**src/rtl/instr_fetch_if.sv**
```systemverilog
// Host/downstream interface of the instruction sequencer: program load,
// run control, and the issued opcode/immediate stream.
interface instr_fetch_if #(
    parameter int ADDR_W = 4,
    parameter int DATA_W = 8
);
    logic                prog_we;
    logic [ADDR_W-1:0]   prog_addr;
    logic [DATA_W+3:0]   prog_data;
    logic [ADDR_W:0]     prog_len;
    logic                start;
    logic                stall;
    logic [3:0]          opcode;
    logic [DATA_W-1:0]   imediato;
    logic                instr_valid;
    logic [ADDR_W-1:0]   pc;
    logic                busy;
    logic                done;

    modport master (
        output prog_we, prog_addr, prog_data, prog_len, start, stall,
        input  opcode, imediato, instr_valid, pc, busy, done
    );

    modport slave (
        input  prog_we, prog_addr, prog_data, prog_len, start, stall,
        output opcode, imediato, instr_valid, pc, busy, done
    );
endinterface

```
**src/rtl/instr_fetch_seq.sv**
```systemverilog
// Instruction sequencer: loadable program memory stepped through on start,
// issuing one opcode/immediate pair per two cycles with downstream stall.
module instr_fetch_seq #(
    parameter int DEPTH  = 16,
    parameter int ADDR_W = 4,
    parameter int DATA_W = 8
) (
    input logic            clk,
    input logic            rst_n,
    instr_fetch_if.slave   bus
);
    localparam int LEN_W = ADDR_W + 1;

    typedef enum logic [1:0] {
        IDLE,
        FETCH,
        ISSUE,
        DONE
    } state_t;

    state_t              state_q;
    logic [ADDR_W-1:0]   pc_q;
    logic [LEN_W-1:0]    len_q;
    logic [3:0]          opcode_q;
    logic [DATA_W-1:0]   imm_q;
    logic                valid_q;
    logic                busy_q;
    logic                done_q;

    logic [DATA_W+3:0]   mem [DEPTH];

    logic                ctrl_open;
    logic [LEN_W-1:0]    len_clamp_d;
    logic [LEN_W-1:0]    pc_next_d;
    logic [DATA_W+3:0]   fetch_word;

    assign ctrl_open   = (state_q == IDLE) || (state_q == DONE);
    assign len_clamp_d = (bus.prog_len > LEN_W'(DEPTH)) ? LEN_W'(DEPTH) : bus.prog_len;
    assign pc_next_d   = {1'b0, pc_q} + LEN_W'(1);
    assign fetch_word  = mem[pc_q];

    // Program memory is deliberately left out of reset so a reset mid-run keeps the program.
    always_ff @(posedge clk) begin
        if (bus.prog_we && ctrl_open && ({1'b0, bus.prog_addr} < LEN_W'(DEPTH))) begin
            mem[bus.prog_addr] <= bus.prog_data;
        end
    end

    always_ff @(posedge clk or negedge rst_n) begin
        if (!rst_n) begin
            state_q  <= IDLE;
            pc_q     <= '0;
            len_q    <= '0;
            opcode_q <= '0;
            imm_q    <= '0;
            valid_q  <= 1'b0;
            busy_q   <= 1'b0;
            done_q   <= 1'b0;
        end else begin
            case (state_q)
                IDLE, DONE: begin
                    if (bus.start) begin
                        len_q <= len_clamp_d;
                        pc_q  <= '0;
                        if (len_clamp_d == '0) begin
                            state_q <= DONE;
                            busy_q  <= 1'b0;
                            done_q  <= 1'b1;
                        end else begin
                            state_q <= FETCH;
                            busy_q  <= 1'b1;
                            done_q  <= 1'b0;
                        end
                    end
                end
                FETCH: begin
                    opcode_q <= fetch_word[DATA_W+3:DATA_W];
                    imm_q    <= fetch_word[DATA_W-1:0];
                    valid_q  <= 1'b1;
                    state_q  <= ISSUE;
                end
                ISSUE: begin
                    // The last instruction leaves pc on its own address rather than stepping past it.
                    if (!bus.stall) begin
                        valid_q <= 1'b0;
                        if (pc_next_d == len_q) begin
                            state_q <= DONE;
                            busy_q  <= 1'b0;
                            done_q  <= 1'b1;
                        end else begin
                            pc_q    <= pc_next_d[ADDR_W-1:0];
                            state_q <= FETCH;
                        end
                    end
                end
                default: begin
                    state_q <= IDLE;
                    valid_q <= 1'b0;
                    busy_q  <= 1'b0;
                    done_q  <= 1'b0;
                end
            endcase
        end
    end

    assign bus.opcode      = opcode_q;
    assign bus.imediato    = imm_q;
    assign bus.instr_valid = valid_q;
    assign bus.pc          = pc_q;
    assign bus.busy        = busy_q;
    assign bus.done        = done_q;
endmodule
```
**src/flat_wrapper.sv**
```systemverilog
// flat-port wrapper written by rule: the top's interface ports become plain ports
module instr_fetch_seq_flat 
#(
    parameter int DEPTH  = 16,
    parameter int ADDR_W = 4,
    parameter int DATA_W = 8
)
  (clk, rst_n, bus_prog_we, bus_prog_addr, bus_prog_data, bus_prog_len, bus_start, bus_stall, bus_opcode, bus_imediato, bus_instr_valid, bus_pc, bus_busy, bus_done);
  instr_fetch_if #(.ADDR_W(ADDR_W), .DATA_W(DATA_W)) bus_i ();
  input logic clk;
  input logic rst_n;
  input wire logic [$bits(bus_i.prog_we)-1:0] bus_prog_we;
  input wire logic [$bits(bus_i.prog_addr)-1:0] bus_prog_addr;
  input wire logic [$bits(bus_i.prog_data)-1:0] bus_prog_data;
  input wire logic [$bits(bus_i.prog_len)-1:0] bus_prog_len;
  input wire logic [$bits(bus_i.start)-1:0] bus_start;
  input wire logic [$bits(bus_i.stall)-1:0] bus_stall;
  output wire logic [$bits(bus_i.opcode)-1:0] bus_opcode;
  output wire logic [$bits(bus_i.imediato)-1:0] bus_imediato;
  output wire logic [$bits(bus_i.instr_valid)-1:0] bus_instr_valid;
  output wire logic [$bits(bus_i.pc)-1:0] bus_pc;
  output wire logic [$bits(bus_i.busy)-1:0] bus_busy;
  output wire logic [$bits(bus_i.done)-1:0] bus_done;
  assign bus_i.prog_we = bus_prog_we;
  assign bus_i.prog_addr = bus_prog_addr;
  assign bus_i.prog_data = bus_prog_data;
  assign bus_i.prog_len = bus_prog_len;
  assign bus_i.start = bus_start;
  assign bus_i.stall = bus_stall;
  assign bus_opcode = bus_i.opcode;
  assign bus_imediato = bus_i.imediato;
  assign bus_instr_valid = bus_i.instr_valid;
  assign bus_pc = bus_i.pc;
  assign bus_busy = bus_i.busy;
  assign bus_done = bus_i.done;
  instr_fetch_seq #(.DEPTH(DEPTH), .ADDR_W(ADDR_W), .DATA_W(DATA_W)) u_core (.clk(clk), .rst_n(rst_n), .bus(bus_i));
endmodule
```
**config.mk**
```make
export PLATFORM = sky130hd
export DESIGN_NAME = instr_fetch_seq_flat
export DESIGN_NICKNAME = d
export VERILOG_FILES = /design/src/rtl/instr_fetch_if.sv /design/src/rtl/instr_fetch_seq.sv /design/src/flat_wrapper.sv
export SDC_FILE = /design/constraint.sdc
export NUM_CORES = 1
export LEC_CHECK = 0
export ABC_AREA = 1
export CORE_MARGIN = 2
export CORE_UTILIZATION = 54
export CTS_CLUSTER_DIAMETER = 200
export CTS_CLUSTER_SIZE = 12
export DETAILED_ROUTE_END_ITERATION = 6
export GPL_ROUTABILITY_DRIVEN = 0
export PLACE_DENSITY = 0.76
export SLEW_MARGIN = 25
export SYNTH_ARGS = -nofsm -noshare
export SYNTH_HDL_FRONTEND = slang
export SYNTH_SLANG_ARGS = --single-unit
```
**constraint.sdc**
```tcl
create_clock -name clk -period 2 [get_ports clk]
set_input_delay 0.2 -clock clk [delete_from_list [all_inputs] [get_ports clk]]
set_output_delay 0.2 -clock clk [all_outputs]
set_load 0.01 [all_outputs]
```
==> flow_summary.json <==
{
  "run_status": "finished, violations left",
  "violations": "DRC",
  "cts_buffer_depth": 3,
  "start_util_pct": 54.6,
  "worst_pin_slew_ns": 0.808,
  "critPathSlowestCell": "dfrtp_1",
  "rsz0062_at_grt": "true",
  "ir_drop_uv": 784,
  "finClkSkew_ns": 0.0121,
  "die_w_um": 133,
  "finalWirelength_um": 20800,
  "total_power_mw": 12.1,
  "reg2reg_to": "u_core.bus.imediato[6]",
  "cpPeakStageDelay_ns": 0.63,
  "track_usage_pct": 23.6,
  "fp.dieH_um": 133,
  "netlist_area_um2": 8970,
  "core_area_um2": 16400,
  "synth_most_common_cell": "edfxtp_1",
  "crit_chain": "clkdlybuf4s50_1",
  "synth_cell_types": 22,
  "grt_pass1_vias": 5901,
  "n_antenna_cell": 0,
  "clock_sinks": 218,
  "min_period_ns": 1.96,
  "finalCritPeriodShare_pct": 97.8,
  "dpl.hpwl_um": 13400,
  "async_reset_ff_share_pct": 11.9,
  "whs_ns": 0.0720,
  "synth_cells": 796,
  "fin_util_pct": 64.1,
  "synth_ff_type": "edfxtp_1",
  "drcViolationCount": 2,
  "setup.worst_path.end": "bus_pc[3]",
  "synth_top_area_share_pct": 64.3,
  "vias_per_cell": 5.64,
  "maxCapViolCount": 0,
  "crit_family": "flip-flops",
  "cts_buffers": 22,
  "port_buffers": 44,
  "cp_num_buf_inv": 1,
  "drive_gt1_share_pct": 9.13,
  "cts_max_level": 1,
  "max_clock_freq_mhz": 511,
  "powerDensity_nw_per_um2": 1150,
  "grt_max_degree": 48,
  "r2r_slack_ns": 0.09,
  "crit_cells": 1,
  "drt_first_pass_iters": 7,
  "yosysSeqAreaShare_pct": 71.6,
  "finalHoldViolCount": 0,
  "cp-end-kind": "primary output",
  "hold_class": "in -> async",
  "relSlewSlack_pct": 46.0,
  "p_leak_nw": 3.89,
  "area_delta_synth_final_pct": 17.2,
  "synth_common_cells": "192 x edfxtp_1, 165 x nand2_1, 144 x nor2_1",
  "fillers": 1207,
  "regToRegStartpoint": "u_core.bus.pc[0]",
  "synth_edf_count": 192,
  "setup_violations": 0,
  "required_ns": 1.80,
  "first_iter_violations": 613,
  "synth.area.top_cells": "edfxtp_1 64%, dfrtp_1 7.3%, nand2_1 6.9%",
  "fin_nets": 898,
  "clkTransAtPathRegs_ns": 0.06,
  "dr_total_vias": 6184,
  "critical_path.max_fanout": 10,
  "cts_root_buf": "clkbuf_16",
  "postSynthAreaPerCell_um2": 11.3,
  "startpoint": "u_core.bus.pc[3]",
  "yosys.area.top_type": "edfxtp_1",
  "yosysWarnings": 0,
  "crit_type": "reg -> out",
  "drv_slew": 0,
  "grt_pass1_wl_um": 32000,
  "worst_skew_pair.late_latency_ns": 0.50,
  "cts_tree": "done",
  "start_kind": "flop",
  "critPathArrivalTime_ns": 1.76,
  "wl_per_cell_um": 19.0,
  "syn_nets": 826,
  "reg2reg_depth": 8,
  "dieArea_um2": 17700,
  "ioPinCount": 45,
  "ant_nets": 0,
  "grt_overflow_total": 0,
  "antenna_found_initial": 0,
  "row_count": 47,
  "synth_seq_cells": 218
}
[cells in the final DEF (no fill, tap or decap), types with 3 or more instances in the layout]
master           instances
a21oi_1                  8
clkbuf_1                 8
nor2_2                   3
nand2_1                165
dfrtp_1                 24
buf_4                   37
nand3_1                 78
o21ai_0                 81
inv_2                    3
nor2_1                 141
inv_1                   20
buf_6                    3
edfxtp_1               192
buf_12                   5
clkbuf_16               24
clkdlybuf4s50_1         44
nand4_1                  4
o21ai_1                 25
ha_1                     4
[where the power goes]
group / switching [mW] / internal, mW / total [mW] / leakage, nW
logic: 1.85 / 1.11 / 2.96 / 1.55
clock network: 1.60 / 2.09 / 3.68 / 0.299
registers: 0.158 / 5.29 / 5.45 / 2.05
total: 3.60 / 8.49 / 12.1 / 3.89
[worst min-delay path by stage]
stage	from	end	slack [ns]	cells after the start
2_1_floorplan	rst_n	u_core.bus.busy	-0.1	0
3_3_place_gp	u_core.bus.imediato[7]	u_core.bus.imediato[7]	0.46	2
3_5_place_dp	u_core.bus.busy	u_core.bus.busy	0.47	2
4_1_cts	rst_n	u_core.bus.instr_valid	0.08	2
5_1_grt	rst_n	u_core.bus.busy	0.11	2
6_report	rst_n	u_core.bus.imediato[1]	0.07	2
[metal layers]
| metal | track usage [%] | vias up | wire length (um) |
|---|---|---|---|
| met4 | 6.81 | 0 | 555 |
| met3 | 3.49 | 37 | 1370 |
| li1 | - | 2884 | - |
| met5 | 0 | - | 0 |
| met1 | 31.7 | 3009 | 8610 |
| met2 | 40.3 | 254 | 10300 |
[cells by family after synthesis]
| kind of cell | count (synthesis) | share of synthesized area (%) |
|---|---|---|
| compound gates | 116 | 6.56 |
| fa+ha+maj | 4 | 0.558 |
| flops | 218 | 71.6 |
| buf+inv | 65 | 3.63 |
| simple gates | 393 | 17.7 |
[cell type report]
type | count | area (um^2) | share of cell area, %
Multi-Input combinational cell | 513 | 2230 | 21.2
Inverter | 23 | 86.3 | 0.822
Timing Repair Buffer | 90 | 877 | 8.35
Sequential cell | 218 | 6420 | 61.1
Tap cell | 220 | 275 | 2.62
Clock buffer | 31 | 606 | 5.76
Clock inverter | 1 | 11.3 | 0.107
[timing repair]
action,CTS,global route
setup endpoints to repair,1,48
setup buffers,0,0
resized for setup,1,7
gates cloned,0,1
pin swaps,0,0
hold buffers,0,0
[sequential cells by signal (all words and copies together) (netlist names)]
name and flops:
u_core.bus.instr_valid 1, u_core.bus.opcode 4, u_core.len_q 5, u_core.bus.busy 1
u_core.mem 192, u_core.state_q 2, u_core.bus.done 1, u_core.bus.pc 4
u_core.bus.imediato 8
[stage by stage]
stage / area, um^2 / worst slack [ns] / instances / setup TNS (ns)
2_1_floorplan: 8970 / 0.0630 / 796 / 0
3_3_place_gp: 9850 / 0.154 / 1063 / 0
3_5_place_dp: 9850 / 0.108 / 1063 / 0
4_1_cts: 10500 / 0.0252 / 1095 / 0
5_1_grt: 10500 / -0.0320 / 1096 / -0.765
6_report: 10500 / 0.0443 / 1096 / 0
No activity file was read; power rests on OpenSTA's default activity.
